File: src/rtl/adder_rr_scheduler.sv
// adder_rr_scheduler: round-robin arbiter sharing one external 4-bit adder among NREQ requesters
module adder_rr_scheduler #(
    parameter int NREQ = 4,
    localparam int IDW = $clog2(NREQ)
) (
    input  logic              clk,
    input  logic              rst,
    input  logic [NREQ-1:0]   req_valid,
    output logic [NREQ-1:0]   req_ready,
    input  logic [NREQ*4-1:0] req_a,
    input  logic [NREQ*4-1:0] req_b,
    output logic [3:0]        adder_a,
    output logic [3:0]        adder_b,
    input  logic [4:0]        adder_sum,
    output logic              rsp_valid,
    input  logic              rsp_ready,
    output logic [4:0]        rsp_sum,
    output logic [IDW-1:0]    rsp_id,
    output logic              busy
);
    typedef enum logic [1:0] {IDLE, EXEC, RESP} state_t;
    state_t state, state_n;
    logic [IDW-1:0] ptr, gnt, id_q;
    logic [NREQ-1:0] rot;
    logic [IDW:0] off, gsum;
    logic any, accept;
    logic [3:0] op_a, op_b;
    // grant: first valid requester at or after ptr, wrapping mod NREQ
    always_comb begin
        rot = NREQ'({req_valid, req_valid} >> ptr);
        any = |rot;
        off = '0;
        for (int k = NREQ - 1; k >= 0; k--) if (rot[k]) off = (IDW+1)'(k);
        gsum = {1'b0, ptr} + off;
        gnt = (gsum >= (IDW+1)'(NREQ)) ? IDW'(gsum - (IDW+1)'(NREQ)) : IDW'(gsum);
    end
    // next state and handshake outputs; ready is forced low while reset is held
    always_comb begin
        accept = (state == IDLE) && any;
        req_ready = (accept && !rst) ? (NREQ'(1) << gnt) : '0;
        state_n = accept ? EXEC :
                  (state == EXEC) ? RESP :
                  (state == RESP && rsp_ready) ? IDLE : state;
    end
    // state register
    always_ff @(posedge clk or posedge rst) begin
        if (rst) state <= IDLE;
        else state <= state_n;
    end
    // operand capture, pointer advance and response register
    always_ff @(posedge clk or posedge rst) begin
        if (rst) begin
            ptr <= '0;
            op_a <= '0;
            op_b <= '0;
            id_q <= '0;
            rsp_valid <= 1'b0;
            rsp_sum <= '0;
            rsp_id <= '0;
        end else begin
            if (accept) begin
                op_a <= req_a[4*gnt +: 4];
                op_b <= req_b[4*gnt +: 4];
                id_q <= gnt;
                ptr <= (gnt == IDW'(NREQ - 1)) ? '0 : gnt + 1'b1;
            end
            if (state == EXEC) begin
                rsp_sum <= adder_sum;
                rsp_id <= id_q;
                rsp_valid <= 1'b1;
            end else if (state == RESP && rsp_ready) begin
                rsp_valid <= 1'b0;
            end
        end
    end
    assign adder_a = op_a;
    assign adder_b = op_b;
    assign busy = (state != IDLE);
endmodule

File: config.mk
export PLATFORM = sky130hd
export DESIGN_NAME = adder_rr_scheduler
export DESIGN_NICKNAME = d
export VERILOG_FILES = /design/src/rtl/adder_rr_scheduler.sv
export SDC_FILE = /design/constraint.sdc
export NUM_CORES = 1
export LEC_CHECK = 0
export CORE_AREA = 2 2 59 61
export CTS_CLUSTER_DIAMETER = 100
export DETAILED_ROUTE_END_ITERATION = 10
export DIE_AREA = 0 0 61 63
export PLACE_DENSITY = 0.84
export SLEW_MARGIN = 25
export SYNTH_ARGS = -nofsm -noshare
export SYNTH_HDL_FRONTEND = slang
export SYNTH_SLANG_ARGS = --single-unit
File: constraint.sdc
create_clock -name clk -period 7.7 [get_ports clk]
set_input_delay 1.155 -clock clk [delete_from_list [all_inputs] [get_ports clk]]
set_output_delay 1.155 -clock clk [all_outputs]
set_load 0.05 [all_outputs]
==> flow_metrics.env, run 1 <==
export IMPL_synth_xor_area_share_pct=1.277
export IMPL_clk_pin_slew_ps=110
export IMPL_slew_headroom_pct=40.16
export IMPL_synth_fa_ha_area_share_pct=1.825
export IMPL_syn_avg_cell_area_um2=9.523
export IMPL_status="complete, no violations"
export IMPL_max_cap_viol_count=0
export IMPL_ios=65
export IMPL_placed_cells=246
export IMPL_cts_root_buf="clkbuf_4"
export IMPL_cts_resized=0
export IMPL_overflow=0
export IMPL_cts_sinks=22
export IMPL_tightest_slew_ps=897.6
export IMPL_rows=21
export IMPL_cp_arrival_ps=4570
export IMPL_synth_top_area_share_pct=40.15
export IMPL_start_util_pct=42.43
export IMPL_final_nets=251
export IMPL_synth_largest_area_cell="dfrtp_1"
export IMPL_drive_above_1_share_pct=8.867
export IMPL_die_h_um=63
export IMPL_grt_pass1_vias=1245
export IMPL_synth_simple_gate_area_share_pct=21.08
export IMPL_core_area_mm2=0.003232
export IMPL_syn_inst=144
export IMPL_seq_area_frac_synth_pct=40.15
export IMPL_drt_wl_total_mm=3.366
export IMPL_cp_max_fo=34
export IMPL_syn_nets=190
export IMPL_synth_top_family_by_area="compound AO/OA/AOI/OAI gates"
export IMPL_dp_hpwl_mm=2.697
export IMPL_diodes=0
export IMPL_cts_tree="built"
export IMPL_insertion_delay_ps=300
export IMPL_final_cells=249
export IMPL_yosys_top_cells_area="dfrtp_1 (40%), nor2b_1 (7.3%), mux2_2 (6.6%), a2111oi_0 (5.1%), a221oi_1 (5.1%)"
export IMPL_clk_path_buf_depth=2
export IMPL_synthTopCellsByCount="dfrtp_1 (22), nor2b_1 (16), nand2_1 (15)"
export IMPL_synth_cell_types=38
export IMPL_synth_compound_area_share_pct=24.18
export IMPL_fin_ws_ps=1978
export IMPL_antenna_found_initial=0
export IMPL_vias_per_cell=5.365
export IMPL_fin_setup_tns_ps=0
export IMPL_area_growth_pct=50.09
export IMPL_numCtsBuffers=3
export IMPL_max_freq_ghz=0.1748
export IMPL_critPathCaptureType="primary output"
export IMPL_die_x_um=61
export IMPL_drc=0
export IMPL_synth_seq_cells=22
export IMPL_drt_iter0_drc=20
export IMPL_min_path_type="reg -> reg"
export IMPL_fin_crit_ps=5722
export IMPL_synth_area_mm2=0.001371
export IMPL_synth_async_reset_ratio_pct=100.0
export IMPL_htree_levels=1
export IMPL_synthMuxAreaShare_pct=7.664
export IMPL_die_area_mm2=0.003843
export IMPL_gp_congestion=0.8100
export IMPL_final_hold_violation_count=0
export IMPL_final_util_pct=63.69
export IMPL_rsz0062_at_grt="no"
export IMPL_place_ws_ps=1988
export IMPL_min_period_over_period_pct=74.31
export IMPL_skew_ps=6.952
export IMPL_setup_viol=0
export IMPL_ctsHoldBuffers=0
export IMPL_power_density_mw_per_mm2=152.8
export IMPL_first_pass_iters=4
export IMPL_avgRoutedWirePerCell_um=13.52
export IMPL_yosys_cell_count_top_type="dfrtp_1"
export IMPL_track_usage_pct=18.05
export IMPL_cp_start_kind="primary input"
export IMPL_vias=1336
export IMPL_grt_max_degree=35
export IMPL_port_buffers=64
export IMPL_yosysWarnings=0
export IMPL_synth_ff_type="dfrtp_1"
export IMPL_ir_worst_vdd_uv=82.77
export IMPL_crit_required_ps=6550
export IMPL_drtAntennaViolNets=0
export IMPL_synth_edff_count=0
export IMPL_grt_pass1_wl_mm=5.250
export IMPL_worstSetupPathType="in -> out"
export IMPL_postCtsSetupBuffers=0
export IMPL_p_leak_nw=0.8457
export IMPL_slew_violations=0
## cell usage in the layout, fill, tap and decap left out, drive strengths merged, types with 5 or more instances in the layout
cell type	count
a2111oi	8
nor2b	16
o31ai	8
nor2	10
o21ai	7
clkdlybuf4s50	64
dfrtp	22
nand2	15
a221oi	8
inv	5
mux2	9
## final timing paths
kind / endpoint / slack (ps) / cells after the start / from
max: req_ready[2] / 1980 / 11 / req_valid[1]
min: adder_b[2] / 490 / 2 / adder_b[2]
max reg2reg: adder_b[0] / 4840 / 9 / ptr[0]
min reg2reg: adder_b[2] / 490 / 2 / adder_b[2]
max in group asynchronous: state[0] / 5870 / 2 / rst
min in group asynchronous: ptr[1] / 1340 / 2 / rst
## metrics by stage
stage | hold WS [ps] | area, um2 | power (mW)
6_report | 494.3 | 2058 | 0.3144
4_1_cts | 498.8 | 2058 | 0.3178
3_5_place_dp | 472.3 | 2036 | 0.2673
2_1_floorplan | 444.4 | 1371 | 0.2184
5_1_grt | 518.2 | 2058 | 0.3339
3_3_place_gp | 466.4 | 2036 | 0.2616
## sequential cells by signal, indices dropped and copies added (netlist names)
name / cells
state: 2
adder_a: 4
rsp_valid: 1
rsp_sum: 5
adder_b: 4
rsp_id: 2
ptr: 2
id_q: 2
## power by group
group / internal [mW] / switching [mW] / total [mW]
Clock: 0.0183 / 0.0319 / 0.0502
Combinational: 0.0584 / 0.0765 / 0.135
Sequential: 0.123 / 0.00667 / 0.129
## critical path, cell delays in order
cell	delay (ps)
clkdlybuf4s50_1	590
and3b_1	210
a21oi_1	120
nor2_1	60
a21oi_1	120
o221ai_1	120
ha_1	900
inv_1	200
ha_1	250
and2_1	140
clkdlybuf4s50_1	690
## routing by layer
metal	GRT usage [%]	wire length, um	share of wire, %	vias to the layer above
li1	-	-	-	651
met1	20.70	1388	41	622
met2	31.05	1696	50	55
met3	2.070	191	5.7	8
met4	10.33	89	2.6	0
met5	0	0	0	-
## logic make-up after synthesis
family,count (synthesis)
buffers and inverters,13
adder cells (fa/ha/maj),2
multiplexers,9
AND/OR/NAND/NOR,54
XOR/XNOR,2
AO/OA/AOI/OAI,42
flip-flops,22
## cell type report
class                      count  area [um2]
inverter                       5       18.77
multi-input combinational    109       768.2
timing repair buffer          64       640.6
fill                         297        1174
clock buffer                   3       22.52
sequential                    22       550.5
tap                           46       57.56
Note: power is estimated with default switching activity, not from simulation.
==> run 2, diff against run 1 <==
Settings changed: CORE_AREA 2 2 59 61 to 2 2 64 66, DIE_AREA 0 0 61 63 to 0 0 66 68, PLACE_DENSITY 0.84 to 0.75.
Clock period 7.7 ns to 4.8 ns, I/O delays scaled along.
==> run 2 against run 1 <==
  * First-iteration DRC count is 85% higher
  * Die area increased by 17%
  * Sequential power rose by 60%
  * Sequential share of layout area shrank 0.87 points
  * Power grew 90%
  * Clock-buffer cell count did not move
  * Setup slack got worse by 1700 ps
  * Clock skew is 3.6 ps lower
  * Global-route usage shrank 2.7 points
  * Register-to-register slack worse by 2800 ps
  * Cell count rose by 3.2%
  * Via count is 4.6% lower
==> flow_metrics.env, run 2 (synthesis results as in run 1) <==
export IMPL_overflow=0
export IMPL_first_pass_iters=4
export IMPL_ir_worst_vdd_uv=143.4
export IMPL_vias_per_cell=4.961
export IMPL_max_cap_viol_count=0
export IMPL_vias=1275
export IMPL_drt_iter0_drc=37
export IMPL_area_growth_pct=55.11
export IMPL_postCtsSetupBuffers=0
export IMPL_drtAntennaViolNets=0
export IMPL_slew_violations=0
export IMPL_rows=23
export IMPL_setup_viol=0
export IMPL_fin_crit_ps=4545
export IMPL_cts_root_buf="clkbuf_8"
export IMPL_insertion_delay_ps=260
export IMPL_port_buffers=64
export IMPL_diodes=0
export IMPL_critPathSlowestCell="clkdlybuf4s50_1"
export IMPL_fin_setup_tns_ps=0
export IMPL_cp_max_fo=7
export IMPL_cts_tree="built"
export IMPL_final_cell_mix="clkdlybuf4s50_1 (61), dfrtp_1 (22), nor2b_1 (16), nand2_1 (15), nor2_1 (10)"
export IMPL_ios=65
export IMPL_cp_endpoint="req_ready[0]"
export IMPL_rsz0062_at_grt="no"
export IMPL_grt_max_degree=34
export IMPL_final_nets=254
export IMPL_gp_congestion=0.7461
export IMPL_avgRoutedWirePerCell_um=12.82
export IMPL_grt_pass1_vias=1178
export IMPL_p_leak_nw=0.8877
export IMPL_clk_pin_slew_ps=80
export IMPL_max_stage_delay_ps=800
export IMPL_r2r_start="ptr[0]"
export IMPL_cts_resized=0
export IMPL_multi_input_area_um2=768.2
export IMPL_die_h_um=68
export IMPL_largest_reg_flops=5
export IMPL_final_util_pct=55.16
export IMPL_cp_start_kind="primary input"
export IMPL_seqCellArea_um2=550.5
export IMPL_skew_ps=3.400
export IMPL_reg2reg_slack_ps=2040
export IMPL_status="complete, no violations"
export IMPL_min_path_type="reg -> reg"
export IMPL_max_freq_ghz=0.2200
export IMPL_crit_required_ps=4080
export IMPL_start_util_pct=35.56
export IMPL_htree_levels=1
export IMPL_crit_start="req_valid[1]"
export IMPL_tightest_slew_ps=816.7
export IMPL_drc=0
export IMPL_rr_worst_depth=11
export IMPL_drive_above_1_share_pct=12.08
export IMPL_drt_wl_total_mm=3.295
export IMPL_slew_headroom_pct=45.49
export IMPL_largest_register="rsp_sum"
export IMPL_clk_path_buf_depth=2
export IMPL_grt_pass1_wl_mm=5.244
export IMPL_p_total_uw=597.2
export IMPL_antenna_found_initial=0
export IMPL_die_x_um=66
export IMPL_cp_arrival_ps=3830
export IMPL_dp_hpwl_mm=2.529
export IMPL_fillers=376
export IMPL_critPathCaptureType="primary output"
export IMPL_core_area_mm2=0.003856
export IMPL_final_hold_violation_count=0
export IMPL_worstSetupPathType="in -> out"
export IMPL_cts_sinks=22
export IMPL_ctsHoldBuffers=0
export IMPL_numCtsBuffers=3
export IMPL_rr_endpoint="adder_a[1]"
export IMPL_min_period_over_period_pct=94.69
export IMPL_die_area_mm2=0.004488
export IMPL_track_usage_pct=15.38
export IMPL_power_density_mw_per_mm2=280.7
export IMPL_path_cells="clkdlybuf4s50_1 -> and3b_1 -> a21oi_1 -> nor2_1 -> a21oi_1 -> o221ai_1 -> ha_1 -> xnor2_1 -> nor3_4 -> nor2_1 -> and3_1 -> clkdlybuf4s50_1"
export IMPL_holdWs_ps=484.0
export IMPL_layout_commonest_cell="clkdlybuf4s50_1"
run 2: per-stage QoR:
stage / cells / cell area [um2] / setup slack, ps
5_1_grt: 257 / 2127 / 22.86
3_3_place_gp: 253 / 2056 / 317.0
4_1_cts: 257 / 2127 / 238.5
3_5_place_dp: 253 / 2056 / 249.9
2_1_floorplan: 144 / 1371 / 1246
6_report: 257 / 2127 / 255.0
run 2: power by group:
group,switching (mW),internal (mW)
logic,0.123,0.0975
registers,0.0103,0.197
clock network,0.0583,0.111
run 2: layout make-up:
| class | instances | share of cell area [%] |
|---|---|---|
| multi-input combinational | 109 | 36.12 |
| timing repair buffer | 67 | 30.82 |
| sequential | 22 | 25.88 |
| tap | 50 | 2.941 |
| clock buffer | 3 | 1.941 |
| clock inverter | 1 | 1.412 |
| inverter | 5 | 0.8824 |
run 2: how the worst min path moves through the flow:
stage	startpoint	end	slack (ps)	depth (start not counted)
2_1_floorplan	id_q[0]	id_q[0]	440	2
3_3_place_gp	id_q[0]	id_q[0]	460	2
3_5_place_dp	id_q[0]	id_q[0]	470	2
4_1_cts	id_q[0]	id_q[0]	490	2
5_1_grt	adder_a[3]	adder_a[3]	510	2
6_report	adder_a[2]	adder_a[2]	480	2
run 2: critical path, delay by kind of cell:
kind	cells	cell delay [ps]
simple gates	5	710
compound gates	3	350
buf+inv	2	1380
xor+xnor	1	430
fa+ha+maj	1	240
run 2: routing by layer:
metal  track usage (%)  vias to the layer above  share of wire (%)
met4             5.357                        0               0.88
met3             3.947                        2                9.1
met1             19.13                      564                 44
met2             26.01                       51                 46
met5                 0                        -                  0
li1                  -                      658                  -
